## config.mk

```make
export PLATFORM = sky130hd
export DESIGN_NAME = led_flash_ctrl
export DESIGN_NICKNAME = d
export VERILOG_FILES = /design/src/rtl/led_flash_ctrl.sv
export SDC_FILE = /design/constraint.sdc
export NUM_CORES = 1
export LEC_CHECK = 0
export CORE_AREA = 2 2 130 132
export CTS_CLUSTER_SIZE = 20
export DETAILED_ROUTE_END_ITERATION = 8
export DIE_AREA = 0 0 132 134
export PLACE_DENSITY_LB_ADDON = 0.05
export SLEW_MARGIN = 20
export SYNTH_ARGS = -nofsm -noshare
export SYNTH_HDL_FRONTEND = slang
export SYNTH_SLANG_ARGS = --single-unit
```

## constraint.sdc

```tcl
create_clock -name clock -period 2.2 [get_ports clock]
set_clock_uncertainty 0.1 [all_clocks]
set_input_delay 0.33 -clock clock [delete_from_list [all_inputs] [get_ports clock]]
set_output_delay 0.33 -clock clock [all_outputs]
set_load 0.02 [all_outputs]
```

## src/rtl/led_flash_ctrl.sv

```systemverilog
// Front-panel LED bank: per-channel flash/hold persistence state machines with a
// lamp-test sequencer that overrides the outputs (all on, then a walking single LED).
module led_flash_ctrl #(
  parameter int unsigned NCH    = 8,
  parameter int unsigned MXCNT  = 19,
  parameter int unsigned MXSTEP = 22
) (
  input  logic           clock,
  input  logic           reset,
  input  logic [NCH-1:0] trigger,
  input  logic [NCH-1:0] hold,
  input  logic           lamp_test,
  output logic [NCH-1:0] led,
  output logic           test_busy
);

  localparam int unsigned CNTW = MXCNT + 1;
  localparam int unsigned IDXW = (NCH > 1) ? $clog2(NCH) : 1;

  localparam logic [1:0] S_IDLE  = 2'd0;
  localparam logic [1:0] S_FLASH = 2'd1;
  localparam logic [1:0] S_HWAIT = 2'd2;

  localparam logic [1:0] T_IDLE = 2'd0;
  localparam logic [1:0] T_ALL  = 2'd1;
  localparam logic [1:0] T_WALK = 2'd2;

  logic [NCH-1:0] trig_ff;
  logic [NCH-1:0] hold_ff;
  logic           lt_ff;
  logic           lt_ff_d;
  logic [NCH-1:0] ch_active;

  // Input capture; trigger also counts as hold so a long trigger keeps the LED lit.
  always_ff @(posedge clock) begin
    if (reset) begin
      trig_ff <= '0;
      hold_ff <= '0;
      lt_ff   <= 1'b0;
      lt_ff_d <= 1'b0;
    end else begin
      trig_ff <= trigger;
      hold_ff <= hold | trigger;
      lt_ff   <= lamp_test;
      lt_ff_d <= lt_ff;
    end
  end

  for (genvar i = 0; i < NCH; i++) begin : g_ch
    logic [1:0]      state_q;
    logic [1:0]      state_d;
    logic [CNTW-1:0] cnt_q;

    // Persistence counter only runs in FLASH, so retriggers cannot restart it.
    always_ff @(posedge clock) begin
      if (reset) begin
        state_q <= S_IDLE;
        cnt_q   <= '0;
      end else begin
        state_q <= state_d;
        cnt_q   <= (state_q == S_FLASH) ? cnt_q + CNTW'(1) : '0;
      end
    end

    always_comb begin
      state_d = S_IDLE;
      case (state_q)
        S_IDLE:  state_d = trig_ff[i]    ? S_FLASH : S_IDLE;
        S_FLASH: state_d = cnt_q[MXCNT]  ? S_HWAIT : S_FLASH;
        S_HWAIT: state_d = hold_ff[i]    ? S_HWAIT : S_IDLE;
        default: state_d = S_IDLE;
      endcase
    end

    assign ch_active[i] = (state_q != S_IDLE);
  end

  logic [1:0]        seq_q;
  logic [1:0]        seq_d;
  logic [MXSTEP-1:0] scnt_q;
  logic [MXSTEP-1:0] scnt_d;
  logic [IDXW-1:0]   idx_q;
  logic [IDXW-1:0]   idx_d;
  logic [NCH-1:0]    led_d;
  logic              busy_d;

  always_ff @(posedge clock) begin
    if (reset) begin
      seq_q     <= T_IDLE;
      scnt_q    <= '0;
      idx_q     <= '0;
      led       <= '0;
      test_busy <= 1'b0;
    end else begin
      seq_q     <= seq_d;
      scnt_q    <= scnt_d;
      idx_q     <= idx_d;
      led       <= led_d;
      test_busy <= busy_d;
    end
  end

  // Sequencer next state; edges arriving while a test runs are ignored.
  always_comb begin
    seq_d  = seq_q;
    scnt_d = '0;
    idx_d  = idx_q;
    case (seq_q)
      T_IDLE: begin
        idx_d = '0;
        if (lt_ff && !lt_ff_d) seq_d = T_ALL;
      end
      T_ALL: begin
        if (&scnt_q) begin
          seq_d = T_WALK;
          idx_d = '0;
        end else begin
          scnt_d = scnt_q + MXSTEP'(1);
        end
      end
      T_WALK: begin
        if (&scnt_q) begin
          if (idx_q == IDXW'(NCH - 1)) begin
            seq_d = T_IDLE;
            idx_d = '0;
          end else begin
            idx_d = idx_q + IDXW'(1);
          end
        end else begin
          scnt_d = scnt_q + MXSTEP'(1);
        end
      end
      default: begin
        seq_d = T_IDLE;
        idx_d = '0;
      end
    endcase
  end

  // Output mux: the test pattern masks the live channel states.
  always_comb begin
    led_d  = ch_active;
    busy_d = (seq_q != T_IDLE);
    case (seq_q)
      T_ALL:   led_d = '1;
      T_WALK:  led_d = NCH'(1) << idx_q;
      default: led_d = ch_active;
    endcase
  end

endmodule

```

==> out/metrics.yaml <==
clock_tree:
  cts_buffers: 24
  post_cts_buffers: 0
  cts_hold_buffers: 0
  cts_tree: "built"
  cts.reportedPaths.clkPinSlew_ps: 60
  root_buffer: "clkbuf_16"
  cts_resized: 0
  cts_buffer_depth: 3
  cts.sinks: 230
  clk_latency_ps: 510
  htreeDepth: 1
sta:
  hold_viol_final: 0
  setup-violations-final: 0
  period_share_pct: 95.7
  maxSlewHeadroom_pct: 67.1
  rsz0062_at_grt: "false"
  worstMarginPinSlew_ps: 492
  post-route-min-period_ps: 2100
  fmax_ghz: 0.475
  slew_violations: 0
  setup_tns_ps: 0
drt:
  dr.pass1.iters: 4
  drtIter0Drc: 348
  via_per_inst: 5.58
  avgRoutedWirePerCell_um: 13.1
  drt_wl_total_um: 18100
  drc: 0
  vias: 7716
  drtAntennaViolNets: 0
synthesis:
  synth.avg_cell_area_um2: 8.82
  ys_seq_area_share_pct: 47.1
  yosys_warnings: 0
  synthTopCellsByArea: "dfxtp_1 (47%), nor2_1 (5.7%), xor2_1 (4.8%)"
  synth.cell_area_mm2: 0.00978
  synth_cell_type_count: 48
  async_reset_ff_share_pct: 0
  synth_nets: 1145
  syn_inst: 1108
  synth-edff-count: 0
  yosys_register_bits: 230
  synth_ff_type: "dfxtp_1"
  synth_top_area_share_pct: 47.1
  synth_top_area_cell: "dfxtp_1"
floorplan:
  core_area_mm2: 0.0163
  die_h_um: 134
  num_rows: 47
  start_util_pct: 60.0
  dieArea_mm2: 0.0177
  die-width_um: 132
  ios: 28
placed_design:
  place_inst: 1340
  dpl_cell_area_mm2: 0.0104
  dp_hpwl_um: 12000
  gp_congestion: 0.791
  port_buffers: 27
cells_and_area:
  final_cells: 1384
  syn2layout_area_growth_pct: 14.3
  fin_nets: 1183
  layout-drive-gt1-share_pct: 6.44
  fill_cells: 1352
  stdcell_area_mm2: 0.0112
  diodes: 0
hold_path:
  hold_depth: 2
  hold_path.startpoint: "reset"
  hold_class: "in -> reg"
power:
  leakagePower_uw: 0.00361
  powerDensity_mw_per_mm2: 802
  vdd_drop_max_mv: 0.770
setup_path:
  endpoint_kind: "flop"
  r2r-start: "scnt_q[0]"
  required_ps: 2500
  worstPathMaxFanout: 12
  reg2regPathDepth: 6
  crit_path_start: "scnt_q[0]"
  start_kind: "flop"
  crit_type: "reg -> reg"
  critPathArrivalTime_ps: 2400
grt:
  grt_pass1_wl_um: 31500
  grtUsageMet3_pct: 2.91
  grt_pass1_vias: 7118
  grt_max_degree: 24
  grt.total_usage_pct: 20.4
  top_usage_layer: "met2"
  gr-total-overflow: 0
  antenna_found_initial: 0
  use_met2_pct: 34.4
  met1_usage_pct: 27.6
flow_run:
  cap_violations: 0
status:
  status: "complete, no violations"
[worst max-delay path, stage by stage, from the launching register on]
cell	delay, ps
dfxtp_1	390
ha_1	220
nand3_1	140
or4_1	680
o21ai_1	190
buf_4	210
nor2_1	70
[metrics by stage]
stage	setup WS, ps	hold WS (ps)	utilization (%)	power, µW
after floorplan	202	313	-	4710
after global placement	194	329	63.5	4960
after detailed placement	122	338	63.5	4960
after CTS	121	72.7	68.6	9070
after global routing	6.61	104	68.6	9280
final	95.2	87.1	68.6	8960
[state kept, by name, summed over array words and instances, names as in the netlist]
name and flops:
g_ch.cnt_q 160, scnt_q 22, g_ch.state_q 16, hold_ff 8
led 8, trig_ff 8, idx_q 3, seq_q 2
lt_ff 1, lt_ff_d 1, test_busy 1
[kinds of logic (layout without fill, tap and decap cells)]
logic type / Yosys count / in the layout / share of synthesized area, %
compound gates: 155 / 155 / 9.39
xor+xnor: 100 / 100 / 8.96
simple gates: 520 / 520 / 28.2
flops: 230 / 230 / 47.1
buf+inv: 74 / 130 / 2.87
mux: 11 / 11 / 1.14
fa+ha+maj: 18 / 18 / 2.30
[area by class of cell]
class	count	area (µm²)	share of cell area, %
Inverter	34	128	1.14
Tap cell	220	275	2.46
Multi-Input combinational cell	804	4890	43.8
Timing Repair Buffer	52	453	4.05
Clock buffer	38	764	6.84
Sequential cell	230	4600	41.2
Clock inverter	6	57.6	0.515
[routing by layer]
layer / wire length (µm) / vias up
met5: 0 / -
met4: 274 / 0
met3: 554 / 22
met2: 8230 / 77
met1: 9070 / 3568
li1: - / 4049
[path summary, 6_finish.rpt]
check	end	slack [ps]
hold reg to reg	g_ch[2].cnt_q[0]	340
setup reg to reg	scnt_q[6]	100
setup / recovery	scnt_q[6]	100
hold / removal	hold_ff[2]	90
[cell usage in the layout, fill, tap and decap left out, types with 10 or more instances in the layout]
master	n
or4_1	33
inv_1	34
dfxtp_1	230
ha_1	18
nand3_1	57
nand4_1	49
a21oi_1	68
nand3b_1	17
or3_1	30
xor2_1	54
nor2b_1	13
nor3_1	32
xnor2_1	46
clkbuf_16	25
clkdlybuf4s50_1	26
and4_1	20
o21ai_0	33
nor4_1	12
nor2_1	149
o31ai_1	22
buf_4	25
nand2_1	64
and3_1	18
mux2i_1	10
[cell usage after synthesis (2+ instances only)]
| master | n |
|---|---|
| nand4_2 | 2 |
| a311oi_1 | 2 |
| nor3_1 | 32 |
| clkbuf_1 | 32 |
| o311ai_1 | 2 |
| nand2b_1 | 2 |
| buf_1 | 6 |
| nand4_1 | 49 |
| xnor2_1 | 46 |
| nor4_1 | 12 |
| or2_2 | 3 |
| inv_1 | 34 |
| a31oi_1 | 4 |
| o31ai_1 | 22 |
| nor2b_1 | 13 |
| nor2_1 | 149 |
| o21a_1 | 2 |
| buf_2 | 2 |
| a211o_1 | 2 |
| o211ai_1 | 6 |
| mux2i_1 | 10 |
| and2_1 | 9 |
| a21oi_1 | 68 |
| dfxtp_1 | 230 |
| a211oi_1 | 8 |
| nand3_1 | 57 |
| nand3b_1 | 17 |
| nor3b_1 | 2 |
| a41o_1 | 2 |
| or4_1 | 33 |
| and3_1 | 18 |
| ha_1 | 18 |
| xor2_1 | 54 |
| nor4b_1 | 3 |
| o21ai_0 | 33 |
| or3_1 | 30 |
| and4_1 | 20 |
| nand2_1 | 64 |
[where the power goes]
group	internal (µW)	total, µW	switching [µW]
Clock	2490	4090	1600
Combinational	242	567	326
Sequential	4250	4310	56.2
Total	6980	8960	1980
No activity file was read; power rests on OpenSTA's default activity.
